**src/rtl/mem_port_arbiter_pkg.sv**
```systemverilog
// Shared encodings for the IF/MEM memory port arbiter.
package mem_port_arbiter_pkg;

    typedef enum logic [1:0] {
        IDLE   = 2'd0,
        ACCESS = 2'd1,
        DONE   = 2'd2
    } state_t;

    typedef enum logic {
        OWN_IF = 1'b0,
        OWN_D  = 1'b1
    } owner_t;

    // Bits needed to hold 0..n, never less than one.
    function automatic int cnt_w(input int n);
        return (n < 1) ? 1 : $clog2(n + 1);
    endfunction

endpackage

```
**src/rtl/mem_port_arbiter_access_timer.sv**
```systemverilog
// Loadable down-counter that measures the memory wait states of one access.
module access_timer #(
    parameter int CNT_W = 3
) (
    input  logic             i_clk,
    input  logic             i_rst,
    input  logic             i_load,
    input  logic [CNT_W-1:0] i_load_val,
    input  logic             i_dec,
    output logic             o_zero
);

    logic [CNT_W-1:0] r_cnt;

    always_ff @(posedge i_clk or posedge i_rst) begin
        if (i_rst) begin
            r_cnt <= '0;
        end else if (i_load) begin
            r_cnt <= i_load_val;
        end else if (i_dec && (r_cnt != '0)) begin
            r_cnt <= r_cnt - CNT_W'(1);
        end
    end

    assign o_zero = (r_cnt == '0);

endmodule

```
**src/rtl/mem_port_arbiter.sv**
```systemverilog
// Arbitrates one multi-cycle single-port memory between instruction fetch and
// load/store, with a starvation guard that forces a fetch after a data streak.
//
// state  | meaning
// IDLE   | arbitrate; latch owner, address, data and direction on a grant
// ACCESS | strobes held for WAIT_CYCLES cycles; read data captured in the last
// DONE   | owner's ready pulses for one cycle
module mem_port_arbiter
    import mem_port_arbiter_pkg::*;
#(
    parameter int ADDR_W          = 16,
    parameter int WAIT_CYCLES     = 4,
    parameter int MAX_DATA_STREAK = 2
) (
    input  logic              clk,
    input  logic              rst,
    input  logic              if_req,
    input  logic [31:0]       if_addr,
    output logic [31:0]       if_rdata,
    output logic              if_ready,
    output logic              if_stall,
    input  logic              d_r_en,
    input  logic              d_w_en,
    input  logic [31:0]       d_addr,
    input  logic [31:0]       d_wdata,
    output logic [31:0]       d_rdata,
    output logic              d_ready,
    output logic              d_stall,
    output logic [ADDR_W-1:0] ext_addr,
    output logic [31:0]       ext_wdata,
    output logic              ext_we,
    output logic              ext_re,
    input  logic [31:0]       ext_rdata
);

    localparam int CNT_W    = cnt_w(WAIT_CYCLES);
    localparam int STREAK_W = cnt_w(MAX_DATA_STREAK);
    localparam logic [CNT_W-1:0]    LP_LOAD       = CNT_W'(WAIT_CYCLES - 1);
    localparam logic [STREAK_W-1:0] LP_STREAK_MAX = STREAK_W'(MAX_DATA_STREAK);

    state_t              r_state;
    owner_t              r_owner;
    logic [ADDR_W-1:0]   r_ext_addr;
    logic [31:0]         r_ext_wdata;
    logic                r_ext_we;
    logic                r_ext_re;
    logic [31:0]         r_if_rdata;
    logic [31:0]         r_d_rdata;
    logic                r_if_ready;
    logic                r_d_ready;
    logic [STREAK_W-1:0] r_streak;

    logic w_d_req;
    logic w_if_owed;
    logic w_grant_d;
    logic w_grant_if;
    logic w_tmr_zero;
    logic w_unused_addr_bits;

    assign w_d_req    = d_r_en | d_w_en;
    assign w_if_owed  = if_req & (r_streak == LP_STREAK_MAX);
    assign w_grant_d  = (r_state == IDLE) & w_d_req & ~w_if_owed;
    assign w_grant_if = (r_state == IDLE) & if_req & ~w_grant_d;

    // Byte offset and bits above the memory window are dropped on purpose.
    assign w_unused_addr_bits = ^{if_addr[31:ADDR_W+2], if_addr[1:0],
                                  d_addr[31:ADDR_W+2], d_addr[1:0]};

    access_timer #(
        .CNT_W (CNT_W)
    ) u_timer (
        .i_clk      (clk),
        .i_rst      (rst),
        .i_load     (w_grant_d | w_grant_if),
        .i_load_val (LP_LOAD),
        .i_dec      (r_state == ACCESS),
        .o_zero     (w_tmr_zero)
    );

    always_ff @(posedge clk or posedge rst) begin
        if (rst) begin
            r_state     <= IDLE;
            r_owner     <= OWN_IF;
            r_ext_addr  <= '0;
            r_ext_wdata <= '0;
            r_ext_we    <= 1'b0;
            r_ext_re    <= 1'b0;
            r_if_rdata  <= '0;
            r_d_rdata   <= '0;
            r_if_ready  <= 1'b0;
            r_d_ready   <= 1'b0;
            r_streak    <= '0;
        end else begin
            r_if_ready <= 1'b0;
            r_d_ready  <= 1'b0;
            case (r_state)
                IDLE: begin
                    if (w_grant_d) begin
                        // A simultaneous read+write request is treated as a store.
                        r_owner     <= OWN_D;
                        r_ext_addr  <= d_addr[ADDR_W+1:2];
                        r_ext_wdata <= d_w_en ? d_wdata : '0;
                        r_ext_we    <= d_w_en;
                        r_ext_re    <= ~d_w_en;
                        if (if_req) begin
                            r_streak <= (r_streak == LP_STREAK_MAX) ? LP_STREAK_MAX
                                                                    : r_streak + STREAK_W'(1);
                        end else begin
                            r_streak <= '0;
                        end
                        r_state <= ACCESS;
                    end else if (w_grant_if) begin
                        r_owner     <= OWN_IF;
                        r_ext_addr  <= if_addr[ADDR_W+1:2];
                        r_ext_wdata <= '0;
                        r_ext_we    <= 1'b0;
                        r_ext_re    <= 1'b1;
                        r_streak    <= '0;
                        r_state     <= ACCESS;
                    end
                end
                ACCESS: begin
                    if (w_tmr_zero) begin
                        if (r_ext_re) begin
                            if (r_owner == OWN_D) begin
                                r_d_rdata <= ext_rdata;
                            end else begin
                                r_if_rdata <= ext_rdata;
                            end
                        end
                        if (r_owner == OWN_D) begin
                            r_d_ready <= 1'b1;
                        end else begin
                            r_if_ready <= 1'b1;
                        end
                        r_ext_we    <= 1'b0;
                        r_ext_re    <= 1'b0;
                        r_ext_addr  <= '0;
                        r_ext_wdata <= '0;
                        r_state     <= DONE;
                    end
                end
                DONE: begin
                    r_state <= IDLE;
                end
                default: begin
                    r_state <= IDLE;
                end
            endcase
        end
    end

    assign if_rdata  = r_if_rdata;
    assign if_ready  = r_if_ready;
    assign d_rdata   = r_d_rdata;
    assign d_ready   = r_d_ready;
    assign ext_addr  = r_ext_addr;
    assign ext_wdata = r_ext_wdata;
    assign ext_we    = r_ext_we;
    assign ext_re    = r_ext_re;
    assign if_stall  = if_req & ~r_if_ready;
    assign d_stall   = (d_r_en | d_w_en) & ~r_d_ready;

endmodule
```
**config.mk**
```make
export PLATFORM = sky130hd
export DESIGN_NAME = mem_port_arbiter
export DESIGN_NICKNAME = d
export VERILOG_FILES = /design/src/rtl/mem_port_arbiter_pkg.sv /design/src/rtl/mem_port_arbiter_access_timer.sv /design/src/rtl/mem_port_arbiter.sv
export SDC_FILE = /design/constraint.sdc
export NUM_CORES = 1
export LEC_CHECK = 0
export ABC_AREA = 1
export CAP_MARGIN = 20
export CORE_MARGIN = 3
export CORE_UTILIZATION = 37
export DETAILED_ROUTE_END_ITERATION = 6
export PLACE_DENSITY_LB_ADDON = 0.05
export REMOVE_ABC_BUFFERS = 1
export SLEW_MARGIN = 10
export SYNTH_ARGS = -nofsm -noshare
export SYNTH_HDL_FRONTEND = slang
export SYNTH_SLANG_ARGS = --single-unit
```
**constraint.sdc**
```tcl
create_clock -name clk -period 4.5 [get_ports clk]
set_clock_uncertainty 0.1 [all_clocks]
set_input_delay 1.35 -clock clk [delete_from_list [all_inputs] [get_ports clk]]
set_output_delay 1.35 -clock clk [all_outputs]
set_load 0.02 [all_outputs]
```
==> run summary <==
Power Total - 6.00 mW
mean instance size in the synthesized netlist - 9.05 µm²
startpoint of the worst register-to-register path - u_timer.r_cnt[0]
Crit Path Max Fanout - 5
fraction of final layout cells with drive strength greater than 1 - 0.0606
clock tree buffer depth - 2
final max-slew violation count - 0
slew at the pin closest to its max-slew limit - 893 ps
total power per unit cell area - 752 mW/mm²
Main synth FF type - dfrtp_1
Worst setup SP type - input port
routed wire length per instance - 15.7 µm
post-synth cell types - 21
worst vdd ir - 373 µV
die boundary width - 124 µm
register area share after synthesis - 0.598
worst slew slack as a fraction of its limit - 0.405
post-layout minimum cycle time - 4160 ps
Core Rows - 42
critical path arrival - 2710 ps
number of cells traversed by the worst register-to-register path - 9
filler cell count - 1214
overall track demand over capacity in global routing - 0.197
Die ar. - 0.0155 mm²
post-layout instance count excluding filler cells - 968
Min-Delay Startpoint - d_rdata[14]
number of setup buffers added after CTS - 0
routed vias - 4718
required time of the critical path - 3050 ps
post-route standard cell area excluding fillers - 0.00798 mm²
Final ANT Viol Nets - 0
HP Class - reg2reg
result of the run - complete, no violations
Lkg Pwr - 3.67 nW
area added between synthesis and finish - 53.9%
count of yosys warnings during synthesis - 0
Core ar. - 0.0135 mm²
H-tree Lvls - 4
Final setup violation count - 0
antenna violations before repair - 0
fraction of synthesis flops using an asynchronous set or reset pin - 1.00
capture point of the worst reg-to-reg path - if_rdata[23]
first-pass detailed-route iteration total - 5
number of standard cells after synthesis - 573
Mapped Area - 0.00519 mm²
CP Class - in2out
clk slew on worst S/H paths - 50 ps
count of state elements after synthesis - 124
setup repair after global routing missed its margin - false
CTS Buf Count - 17
number of flops mapped to enable cells by yosys - 0
worst-skew pair later-pin latency - 400 ps
Overflow after GRT - 0
detail-routed via count per cell - 4.87
placed standard-cell area - 0.00743 mm²
total of max-cap violations - 0
number of failing hold endpoints at the final stage - 0
Period Utilization, post-route - 0.925
DIE HEIGHT - 124 µm
nets@finish - 916
CTS tree - yes
effective utilization at floorplan - 0.386
Placed Cells - 936
DR DRC count - 0
number of buffers added on ports - 218
PostCTS Resize Cnt - 0
Root Buffer Master - clkbuf_16
Ant. Diodes - 0
placer congestion estimate - 0.754
via count of the first global-routing pass - 4857
placed wire-length estimate - 9950 µm
worst-case register-to-register setup slack - 2140 ps
final core utilization - 0.593
Sink Count - 124
global-route wire length before repair - 25000 µm
highest attainable clock frequency - 240 MHz
Min-Delay Path Depth - 2
maximum number of pins on one net before global-route repair - 87
initial DRC count - 264
Hold-fix buffers, CTS - 0
number of top-level pins - 251
total wirelength of the detailed-routed design - 15200 µm
crit end category - output pin
Min-Delay Endpoint - d_rdata[14]
-- report_power, final --
part / switching [mW] / leakage (nW) / internal, mW
Sequential: 0.286 / 1.50 / 1.64
Combinational: 1.57 / 1.88 / 1.23
Clock: 0.459 / 0.283 / 0.810
Total: 2.31 / 3.67 / 3.69
-- cells by family after synthesis --
| family | share of synthesized area |
|---|---|
| simple gates | 0.294 |
| flops | 0.598 |
| buf+inv | 0.0596 |
| compound gates | 0.0386 |
| fa+ha+maj | 0.00965 |
-- registers in the layout, indices dropped and copies added (netlist names) --
register / flops
d_rdata: 32
ext_wdata: 32
if_rdata: 32
ext_addr: 16
u_timer.r_cnt: 3
r_state: 2
r_streak: 2
d_ready: 1
ext_re: 1
ext_we: 1
if_ready: 1
r_owner: 1
-- final cells by class --
type / instances / area, µm² / share of cell area
repair buffers: 225 / 2260 / 0.283
clock buffers: 24 / 492 / 0.0616
well taps: 176 / 220 / 0.0276
clock inverters: 8 / 65.1 / 0.00815
multi-input cells: 393 / 1770 / 0.222
flip-flops and latches: 124 / 3100 / 0.389
inverters: 18 / 70.1 / 0.00878
-- critical path, cell delays in order --
cell,delay (ps)
clkdlybuf4s50_1,590
inv_1,60
nor2_1,90
clkdlybuf4s50_1,610
-- Yosys cell counts, drive strengths merged, types with 2 or more instances --
cell type,count,area [µm²]
nand2,254,956
dfrtp,124,3100
nand4,51,319
nand3,36,198
o21ai,34,170
buf,32,219
inv,18,67.6
nor2,9,51.3
clkbuf,6,22.5
ha,4,50.1
a21oi,2,10.0
o22ai,2,12.5
-- cell usage in the layout (no fill, tap or decap), types with 2 or more instances in the layout --
cell,count
a21oi_1,2
buf_12,2
buf_4,5
clkbuf_1,3
clkbuf_16,17
clkbuf_8,4
clkdlybuf4s50_1,218
clkinv_2,7
dfrtp_1,124
ha_1,4
inv_1,12
inv_2,5
nand2_1,253
nand3_1,34
nand4_1,51
nor2_1,6
nor2_4,2
o21ai_0,34
o22ai_1,2
-- through the flow --
stage | hold slack (ps) | setup slack [ps] | setup TNS, ps
floorplan | 346 | -249 | -30900
global placement | 353 | 336 | 0
detailed placement | 358 | 327 | 0
CTS | 372 | 323 | 0
global route | 385 | 295 | 0
finish | 369 | 339 | 0
-- layer usage --
metal	vias up	part of all wire	GRT usage
met2	188	0.49	0.322
li1	2282	-	-
met1	2236	0.41	0.246
met5	-	0	0
met3	12	0.084	0.0746
met4	0	0.012	0.0554
-- worst max path at each step --
stage / from / end / slack, ps / cells after the start
finish: if_req / if_stall / 340 / 4
global route: if_req / if_stall / 300 / 4
CTS: if_req / if_stall / 320 / 4
detailed placement: if_req / if_stall / 330 / 4
global placement: if_req / if_stall / 340 / 4
floorplan: rst / d_rdata[0] / -250 / 1
(Power assumes the default switching activity.)
